[src/rtl/nand_phy_rd_capture_if.sv]
// Read-capture bus: IDDR-sampled DQ/DQS inputs, read command, and the
// valid/ready word stream plus status flags back to the controller.
interface nand_phy_rd_capture_if;
  logic [7:0]  v_dq_rise;
  logic [7:0]  v_dq_fall;
  logic        v_dqs_rise;
  logic        v_dqs_fall;
  logic        v_rd_start;
  logic [15:0] v_rd_words;
  logic [15:0] v_rd_data;
  logic        v_rd_valid;
  logic        v_rd_ready;
  logic        v_rd_busy;
  logic        v_rd_done;
  logic        v_rd_tmo;
  logic        v_rd_ovf;

  // Controller / stimulus side
  modport master (
    output v_dq_rise, v_dq_fall, v_dqs_rise, v_dqs_fall,
    output v_rd_start, v_rd_words, v_rd_ready,
    input  v_rd_data, v_rd_valid, v_rd_busy, v_rd_done, v_rd_tmo, v_rd_ovf
  );

  // Capture block side
  modport slave (
    input  v_dq_rise, v_dq_fall, v_dqs_rise, v_dqs_fall,
    input  v_rd_start, v_rd_words, v_rd_ready,
    output v_rd_data, v_rd_valid, v_rd_busy, v_rd_done, v_rd_tmo, v_rd_ovf
  );
endinterface

[src/rtl/nand_phy_rd_capture.sv]
// NAND PHY read capture: counts DQS beats of a read burst, packs each
// beat's {fall, rise} DQ bytes into a 16-bit word, and buffers the words
// in a small FIFO drained through a valid/ready port. Aborts on DQS
// silence longer than TMO_CYCLES and flags words lost to a full FIFO.
module nand_phy_rd_capture #(
  parameter int FIFO_DEPTH = 8,
  parameter int TMO_CYCLES = 64
) (
  input  logic                  v_clk0,
  input  logic                  v_rst0,
  nand_phy_rd_capture_if.slave  bus
);
  localparam int              AW       = $clog2(FIFO_DEPTH);
  localparam int              TW       = $clog2(TMO_CYCLES + 1);
  localparam logic [AW:0]     DEPTH_C  = (AW+1)'(FIFO_DEPTH);
  localparam logic [TW-1:0]   TMO_LAST = TW'(TMO_CYCLES - 1);

  typedef enum logic [1:0] {IDLE, CAPTURE, DONE} state_t;

  state_t        state_q;
  logic [15:0]   cnt_q, cnt_d, words_q;
  logic [TW-1:0] idle_q;
  logic          tmo_q, ovf_q;
  logic [AW-1:0] wr_q, rd_q;
  logic [AW:0]   occ_q;
  logic [15:0]   mem_q [FIFO_DEPTH];

  logic beat, cap_beat, valid, full, pop, push, drop;

  // A beat is a clean DQS rising half with the falling half low.
  assign beat     = bus.v_dqs_rise & ~bus.v_dqs_fall;
  assign cap_beat = (state_q == CAPTURE) & beat;
  assign valid    = (occ_q != '0);
  assign full     = (occ_q == DEPTH_C);
  assign pop      = valid & bus.v_rd_ready;
  // A pop in the same cycle frees the slot, so a full FIFO still takes the word.
  assign push     = cap_beat & (~full | pop);
  assign drop     = cap_beat & full & ~pop;
  assign cnt_d    = cnt_q + 16'd1;

  // Read sequencer: start/complete/timeout plus sticky status flags.
  always_ff @(posedge v_clk0) begin
    if (v_rst0) begin
      state_q <= IDLE;
      cnt_q   <= '0;
      words_q <= '0;
      idle_q  <= '0;
      tmo_q   <= 1'b0;
      ovf_q   <= 1'b0;
    end else begin
      case (state_q)
        IDLE: if (bus.v_rd_start) begin
          tmo_q   <= 1'b0;
          ovf_q   <= 1'b0;
          cnt_q   <= '0;
          idle_q  <= '0;
          words_q <= bus.v_rd_words;
          state_q <= (bus.v_rd_words == '0) ? DONE : CAPTURE;
        end
        CAPTURE: begin
          if (beat) begin
            // Dropped words still count toward the burst length.
            cnt_q  <= cnt_d;
            idle_q <= '0;
            if (drop) ovf_q <= 1'b1;
            if (cnt_d == words_q) state_q <= DONE;
          end else if (idle_q == TMO_LAST) begin
            tmo_q   <= 1'b1;
            state_q <= DONE;
          end else begin
            idle_q <= idle_q + TW'(1);
          end
        end
        DONE:    state_q <= IDLE;
        default: state_q <= IDLE;
      endcase
    end
  end

  // FIFO pointers and occupancy; pointers wrap naturally at FIFO_DEPTH.
  always_ff @(posedge v_clk0) begin
    if (v_rst0) begin
      wr_q  <= '0;
      rd_q  <= '0;
      occ_q <= '0;
    end else begin
      if (push) wr_q <= wr_q + AW'(1);
      if (pop)  rd_q <= rd_q + AW'(1);
      case ({push, pop})
        2'b10:   occ_q <= occ_q + (AW+1)'(1);
        2'b01:   occ_q <= occ_q - (AW+1)'(1);
        default: occ_q <= occ_q;
      endcase
    end
  end

  // Word storage; contents are don't-care until marked valid by occupancy.
  always_ff @(posedge v_clk0) begin
    if (push) mem_q[wr_q] <= {bus.v_dq_fall, bus.v_dq_rise};
  end

  assign bus.v_rd_valid = valid;
  assign bus.v_rd_data  = valid ? mem_q[rd_q] : 16'h0000;
  assign bus.v_rd_busy  = (state_q != IDLE);
  assign bus.v_rd_done  = (state_q == DONE);
  assign bus.v_rd_tmo   = tmo_q;
  assign bus.v_rd_ovf   = ovf_q;
endmodule
[src/flat_wrapper.sv]
// flat-port wrapper written by rule: the top's interface ports become plain ports
module nand_phy_rd_capture_flat 
#(
  parameter int FIFO_DEPTH = 8,
  parameter int TMO_CYCLES = 64
)
  (v_clk0, v_rst0, bus_v_dq_rise, bus_v_dq_fall, bus_v_dqs_rise, bus_v_dqs_fall, bus_v_rd_start, bus_v_rd_words, bus_v_rd_ready, bus_v_rd_data, bus_v_rd_valid, bus_v_rd_busy, bus_v_rd_done, bus_v_rd_tmo, bus_v_rd_ovf);
  nand_phy_rd_capture_if bus_i ();
  input  logic v_clk0;
  input  logic v_rst0;
  input wire logic [$bits(bus_i.v_dq_rise)-1:0] bus_v_dq_rise;
  input wire logic [$bits(bus_i.v_dq_fall)-1:0] bus_v_dq_fall;
  input wire logic [$bits(bus_i.v_dqs_rise)-1:0] bus_v_dqs_rise;
  input wire logic [$bits(bus_i.v_dqs_fall)-1:0] bus_v_dqs_fall;
  input wire logic [$bits(bus_i.v_rd_start)-1:0] bus_v_rd_start;
  input wire logic [$bits(bus_i.v_rd_words)-1:0] bus_v_rd_words;
  input wire logic [$bits(bus_i.v_rd_ready)-1:0] bus_v_rd_ready;
  output wire logic [$bits(bus_i.v_rd_data)-1:0] bus_v_rd_data;
  output wire logic [$bits(bus_i.v_rd_valid)-1:0] bus_v_rd_valid;
  output wire logic [$bits(bus_i.v_rd_busy)-1:0] bus_v_rd_busy;
  output wire logic [$bits(bus_i.v_rd_done)-1:0] bus_v_rd_done;
  output wire logic [$bits(bus_i.v_rd_tmo)-1:0] bus_v_rd_tmo;
  output wire logic [$bits(bus_i.v_rd_ovf)-1:0] bus_v_rd_ovf;
  assign bus_i.v_dq_rise = bus_v_dq_rise;
  assign bus_i.v_dq_fall = bus_v_dq_fall;
  assign bus_i.v_dqs_rise = bus_v_dqs_rise;
  assign bus_i.v_dqs_fall = bus_v_dqs_fall;
  assign bus_i.v_rd_start = bus_v_rd_start;
  assign bus_i.v_rd_words = bus_v_rd_words;
  assign bus_i.v_rd_ready = bus_v_rd_ready;
  assign bus_v_rd_data = bus_i.v_rd_data;
  assign bus_v_rd_valid = bus_i.v_rd_valid;
  assign bus_v_rd_busy = bus_i.v_rd_busy;
  assign bus_v_rd_done = bus_i.v_rd_done;
  assign bus_v_rd_tmo = bus_i.v_rd_tmo;
  assign bus_v_rd_ovf = bus_i.v_rd_ovf;
  nand_phy_rd_capture #(.FIFO_DEPTH(FIFO_DEPTH), .TMO_CYCLES(TMO_CYCLES)) u_core (.v_clk0(v_clk0), .v_rst0(v_rst0), .bus(bus_i));
endmodule
[config.mk]
export PLATFORM = sky130hd
export DESIGN_NAME = nand_phy_rd_capture_flat
export DESIGN_NICKNAME = d
export VERILOG_FILES = /design/src/rtl/nand_phy_rd_capture_if.sv /design/src/rtl/nand_phy_rd_capture.sv /design/src/flat_wrapper.sv
export SDC_FILE = /design/constraint.sdc
export NUM_CORES = 1
export LEC_CHECK = 0
export CAP_MARGIN = 20
export CORE_UTILIZATION = 35
export CTS_CLUSTER_DIAMETER = 50
export CTS_CLUSTER_SIZE = 8
export DETAILED_ROUTE_END_ITERATION = 6
export GPL_TIMING_DRIVEN = 0
export PLACE_DENSITY = 0.62
export SLEW_MARGIN = 20
export SYNTH_ARGS = -nofsm -noshare
export SYNTH_HDL_FRONTEND = slang
export SYNTH_SLANG_ARGS = --single-unit
[constraint.sdc]
create_clock -name v_clk0 -period 9.2 [get_ports v_clk0]
set_input_delay 0.92 -clock v_clk0 [delete_from_list [all_inputs] [get_ports v_clk0]]
set_output_delay 0.92 -clock v_clk0 [all_outputs]
set_load 0.01 [all_outputs]
* After elaboration in Yosys (flattened, before gate mapping)
Memories as Yosys holds them, arrays and structs flattened. A register that Yosys moved wholly into a read port is not among the register bits.
Cells that the tools add are included.
** Storage, ports and cells
- Memory bits (writable) :: 128
- Memories kept :: 1
- Logic and storage cells :: 79
- Output and inout bits :: 21
- Bits in registers :: 53
** Cells by class
- Eq/ne operators :: 15
- Bitwise logic cells :: 10
- Multiplexer cells :: 26
- Add/sub/neg operators :: 6
- Reductions and logical operators :: 12
** Memory list
- u_core.mem_q :: depth 8, bits a word 16, read ports 1, clocked after Yosys merged registers in 1, write ports 1, RTL line nand_phy_rd_capture.sv:26 : logic [15:0] mem_q [FIFO_DEPTH];
** Operators with widths (count)
- 2-to-1 mux 16 bit :: 3
- one-hot mux 16 bit (2 select lines) :: 1
- 2-to-1 mux 7 bit :: 3
- adder 16 x 1 -> 16 bit, second input constant :: 1
- == test 16 bit :: 1
- zero test 16 bit :: 1
- one-hot mux 7 bit (2 select lines) :: 1
- 2-to-1 mux 2 bit :: 5
- AND reduction 3 bit :: 3
- one-hot mux 4 bit (2 select lines) :: 1
- AND reduction 4 bit :: 2
- adder 7 x 1 -> 7 bit, second input constant :: 1
- == test 7 x 6 -> 1 bit, second input constant :: 1
- 2-to-1 mux 1 bit :: 7
- adder 3 x 1 -> 3 bit, second input constant :: 2
- bitwise AND 1 bit :: 6
- 2-to-1 mux 3 bit :: 2
- inequality test 2 bit, second input constant :: 3
- inequality test 3 x 2 -> 1 bit, second input constant :: 2
- nonzero test 2 bit :: 3
- adder 4 x 1 -> 4 bit, second input constant :: 1
- == test 2 x 1 -> 1 bit, second input constant :: 2
- == test 2 bit, second input constant :: 2
- == test 4 bit, second input constant :: 1
- other kinds (10) :: 14

* Logic depth before layout (Yosys ltp)
- Depth after elaboration :: 8
- Gate-level depth with buffers :: 13
- Mapped depth without buffers :: 13

* Least setup slack after synthesis
OpenSTA, ideal clock, no wires.
- Path type :: input to register
- Start :: input port bus_v_dqs_rise
- End :: memory u_core.mem_q[0][0], enable pin
- Stages on the path :: 5
- Required time :: 8.770 ns
- Data arrival time :: 3.208 ns
- Setup slack :: 5.562 ns
- Cell sequence :: nor2b_1 and2_1 clkbuf_1 nand2b_1 nor4_1
** On the way
- Cells in the longest elaborated chain, start to end :: 5
** RTL lines
- start: declaration :: RTL line flat_wrapper.sv:13 : input wire logic [$bits(bus_i.v_dqs_rise)-1:0] bus_v_dqs_rise;
- bitwise AND 1 bit :: RTL line nand_phy_rd_capture.sv:31 : assign beat = bus.v_dqs_rise & ~bus.v_dqs_fall;
- bitwise AND 1 bit :: RTL line nand_phy_rd_capture.sv:32 : assign cap_beat = (state_q == CAPTURE) & beat;
- bitwise AND 1 bit :: RTL line nand_phy_rd_capture.sv:37 : assign push = cap_beat & (~full | pop);
- 2-to-1 mux 1 bit :: RTL line nand_phy_rd_capture.sv:99 : if (push) mem_q[wr_q] <= {bus.v_dq_fall, bus.v_dq_rise};
- 2-to-1 mux 1 bit (not written as such) :: RTL line nand_phy_rd_capture.sv:99
- end: declaration :: RTL line nand_phy_rd_capture.sv:26
No other way between the ends.

==> flow_summary.ini <==
[run_status]
status = completed

[timing]
slew_violations = 0
worst_slack_setup_final_ps = 5330
finClkSkew_ps = 13.6
fin_crit_ps = 3870
least_margin_pin_slew_ps = 886
unrepaired_setup_endpoints_after_global_routing = no
hold_ws_ps = 470
slew_headroom = 0.409
timing.final.crit_share = 0.420
maxClockFrequency_mhz = 259
hold_viol_final = 0
finalSetupViolCount = 0
finalSetupTns_ps = 0

[clock_tree]
ctsHoldBuffers = 0
h-tree-depth = 4
tritoncts.num_buffers = 17
tritoncts = yes
clkTransAtPathRegs_ps = 70
root_buffer = sky130_fd_sc_hd__clkbuf_16
insertion_delay_ps = 440
tritoncts_num_sinks = 184
postCtsSetupBuffers = 0
cts_resized = 0
max-clock-path-buffers = 2

[route]
detail_route.wirelength_um = 17200
post_drt_wl_per_cell_um = 17.7
vias = 4978
dr.pass1.iters = 5
drt.antenna.violating_nets = 0
remaining_routing_drc_violations = 0
drt-initial-drc-count = 332
vias_per_cell = 5.13

[die]
floorplan.core_area_um2 = 21900
area_of_the_die_um2 = 23000
fp.dieW_um = 152
ios = 59
overall_die_height_um = 152
floorplan.initialDensity = 0.359
core.rowCount = 54

[pwr]
total_leakage_power_nw = 3.17
worst_ir_drop_vdd_mv = 0.139
power.density_cell_area_nw_per_um2 = 222

[layout]
antenna-diode-count = 0
post_route_design_area_um2 = 9550
fraction_of_layout_instances_using_a_drive_strength_above_1 = 0.164
syn_to_final_growth_pct = 21.6
nets = 723
multiInputGateArea_um2 = 2750
seqCellArea_um2 = 4960
fillers = 1997
stdcell_count = 971

[logic_synthesis]
synth.area.mux_share = 0.115
yosys.area_share.xor_xnor = 0.0401
synthMostInstantiatedCell = sky130_fd_sc_hd__edfxtp_1
synth_simple_gate_area_share = 0.123
postSynthCellCount = 588
ys_top_cells_by_count = sky130_fd_sc_hd__edfxtp_1, sky130_fd_sc_hd__nor2_1, sky130_fd_sc_hd__nand2_1
yosys.area_share.adder = 0.0121
yosysSeqAreaShare = 0.632
synth_flop_cell = sky130_fd_sc_hd__edfxtp_1
synth_fp_nets = 633
synth_warnings = 0
synthDominantCellAreaShare = 0.489
post_synth_instance_area_um2 = 7860
asyncSetResetFlopFracSynth = 0
yosysTopAreaCell = sky130_fd_sc_hd__edfxtp_1
synth_compound_area_frac = 0.0558
combinational_family_with_the_most_area_after_synthesis = simple AND/OR/NAND/NOR gates
post_synth_num_cell_types = 52
post_synthesis_average_cell_area_um2 = 13.4
synth.ff_latch_count = 184
cells_taking_the_most_area_after_synthesis = sky130_fd_sc_hd__edfxtp_1, sky130_fd_sc_hd__dfxtp_1, sky130_fd_sc_hd__mux4_2
synth_enable_flop_cells = 128

[worst_setup_path]
crit_required_ps = 8280
critical_path_buf_inv_count = 3
worst_setup_path_end_kind = output port
critical_path_arrival_ps = 2950
critPathMaxFanout = 10
setup.worst_path.class = reg2out
crit_family = buffers and inverters
timing.reg2reg.worst_path_depth = 13
setup.worst_path.start_class = flop
critical_path_depth = 5
critical_path.slowest_cell = sky130_fd_sc_hd__clkbuf_1
worst_path_largest_cell_delay_ps = 730
path_cells = buf_1 -> clkbuf_1 -> mux2i_1 -> nor2_1 -> clkdlybuf4s50_1

[place]
detailedPlacementHpwl_um = 12100
detailed_place.area_um2 = 8940
placedCellCount = 939
buffer_ports.inserted = 57
pre_cts_ws_ps = 5310
gp_congestion = 0.816

[min_path]
min-delay-path-class = reg2reg
worstHoldPathCells = 2

[global_routing]
number_of_global_route_vias_before_repair = 5083
grt_first_pass_wirelength_um = 27500
grt_usage = 0.155
grt_antenna_before_repair = 0
global_route.overflow_total = 0
grt_start_max_net_pins = 22

[flow_run]
drv.max_cap_violation_count = 0
==> state kept, by name, indices dropped and copies added (netlist names), named ones only <==
register and count:
u_core.bus.v_rd_ovf 1, u_core.bus.v_rd_tmo 1, u_core.cnt_q 16, u_core.idle_q 7, u_core.mem_q 128, u_core.occ_q 4
u_core.rd_q 3, u_core.state_q 2, u_core.words_q 16, u_core.wr_q 3
==> report_power, final <==
part | switching, mW | internal [mW] | total (mW)
sequential | 0.0169 | 0.904 | 0.921
combinational | 0.234 | 0.224 | 0.458
clock | 0.366 | 0.371 | 0.737
==> cell families (layout without fill, tap and decap cells) <==
group,after synthesis,in the layout
compound gates,73,73
buf+inv,40,143
simple gates,198,198
xor+xnor,36,36
mux,50,50
fa+ha+maj,7,7
flops,184,184
==> layout by cell type, fill, tap and decap left out, drive strengths merged, types with 2 or more instances in the layout <==
master and count:
mux4 32, nor3b 5, or3 3, edfxtp 128, buf 30, inv 15, mux2i 18, nand4 10
clkinv 6, clkbuf 34, nor4 11, xnor2 17, nand2b 3, or2 2, o21ai 16, nor2 72
xor2 19, a211oi 2, a21o 3, a311oi 4, a31oi 2, ha 6, nor3 13, a22oi 5
dfxtp 56, clkdlybuf4s50 57, nor2b 3, nand2 60, nand3 11, a21oi 35
==> through the flow <==
stage | util | total power, mW
2_1_floorplan | - | 1.22
3_3_place_gp | 0.401 | 1.39
3_5_place_dp | 0.408 | 1.41
4_1_cts | 0.436 | 2.14
5_1_grt | 0.436 | 2.20
6_report | 0.436 | 2.12
==> metal layers <==
metal / wire length (um) / vias to the layer above / track usage
met5: 0 / - / 0
met4: 308 / 0 / 0.0505
met3: 817 / 24 / 0.0385
met2: 8570 / 128 / 0.255
met1: 7500 / 2459 / 0.201
li1: - / 2367 / -
==> layout make-up <==
class,count,share of cell area
flip-flops and latches,184,0.520
multi-input cells,364,0.288
repair buffers,71,0.0732
clock buffers,17,0.0445
well taps,280,0.0367
clock inverters,15,0.0194
plain buffers,33,0.0157
inverters,7,0.00275
==> final timing paths <==
check | to | startpoint | slack [ps]
setup / recovery | bus_v_rd_data[12] | flop | 5330
hold / removal | u_core.words_q[3] | u_core.words_q[3] | 470
hold reg to reg | u_core.words_q[3] | u_core.words_q[3] | 470
setup reg to reg | u_core.occ_q[3] | u_core.occ_q[0] | 6250
==> tightest hold or removal path: stages (launching register included) <==
cell                      delay, ps
sky130_fd_sc_hd__dfxtp_1        320
sky130_fd_sc_hd__nand2_1         50
sky130_fd_sc_hd__a21oi_1         50
No activity file was read; power rests on OpenSTA's default activity.
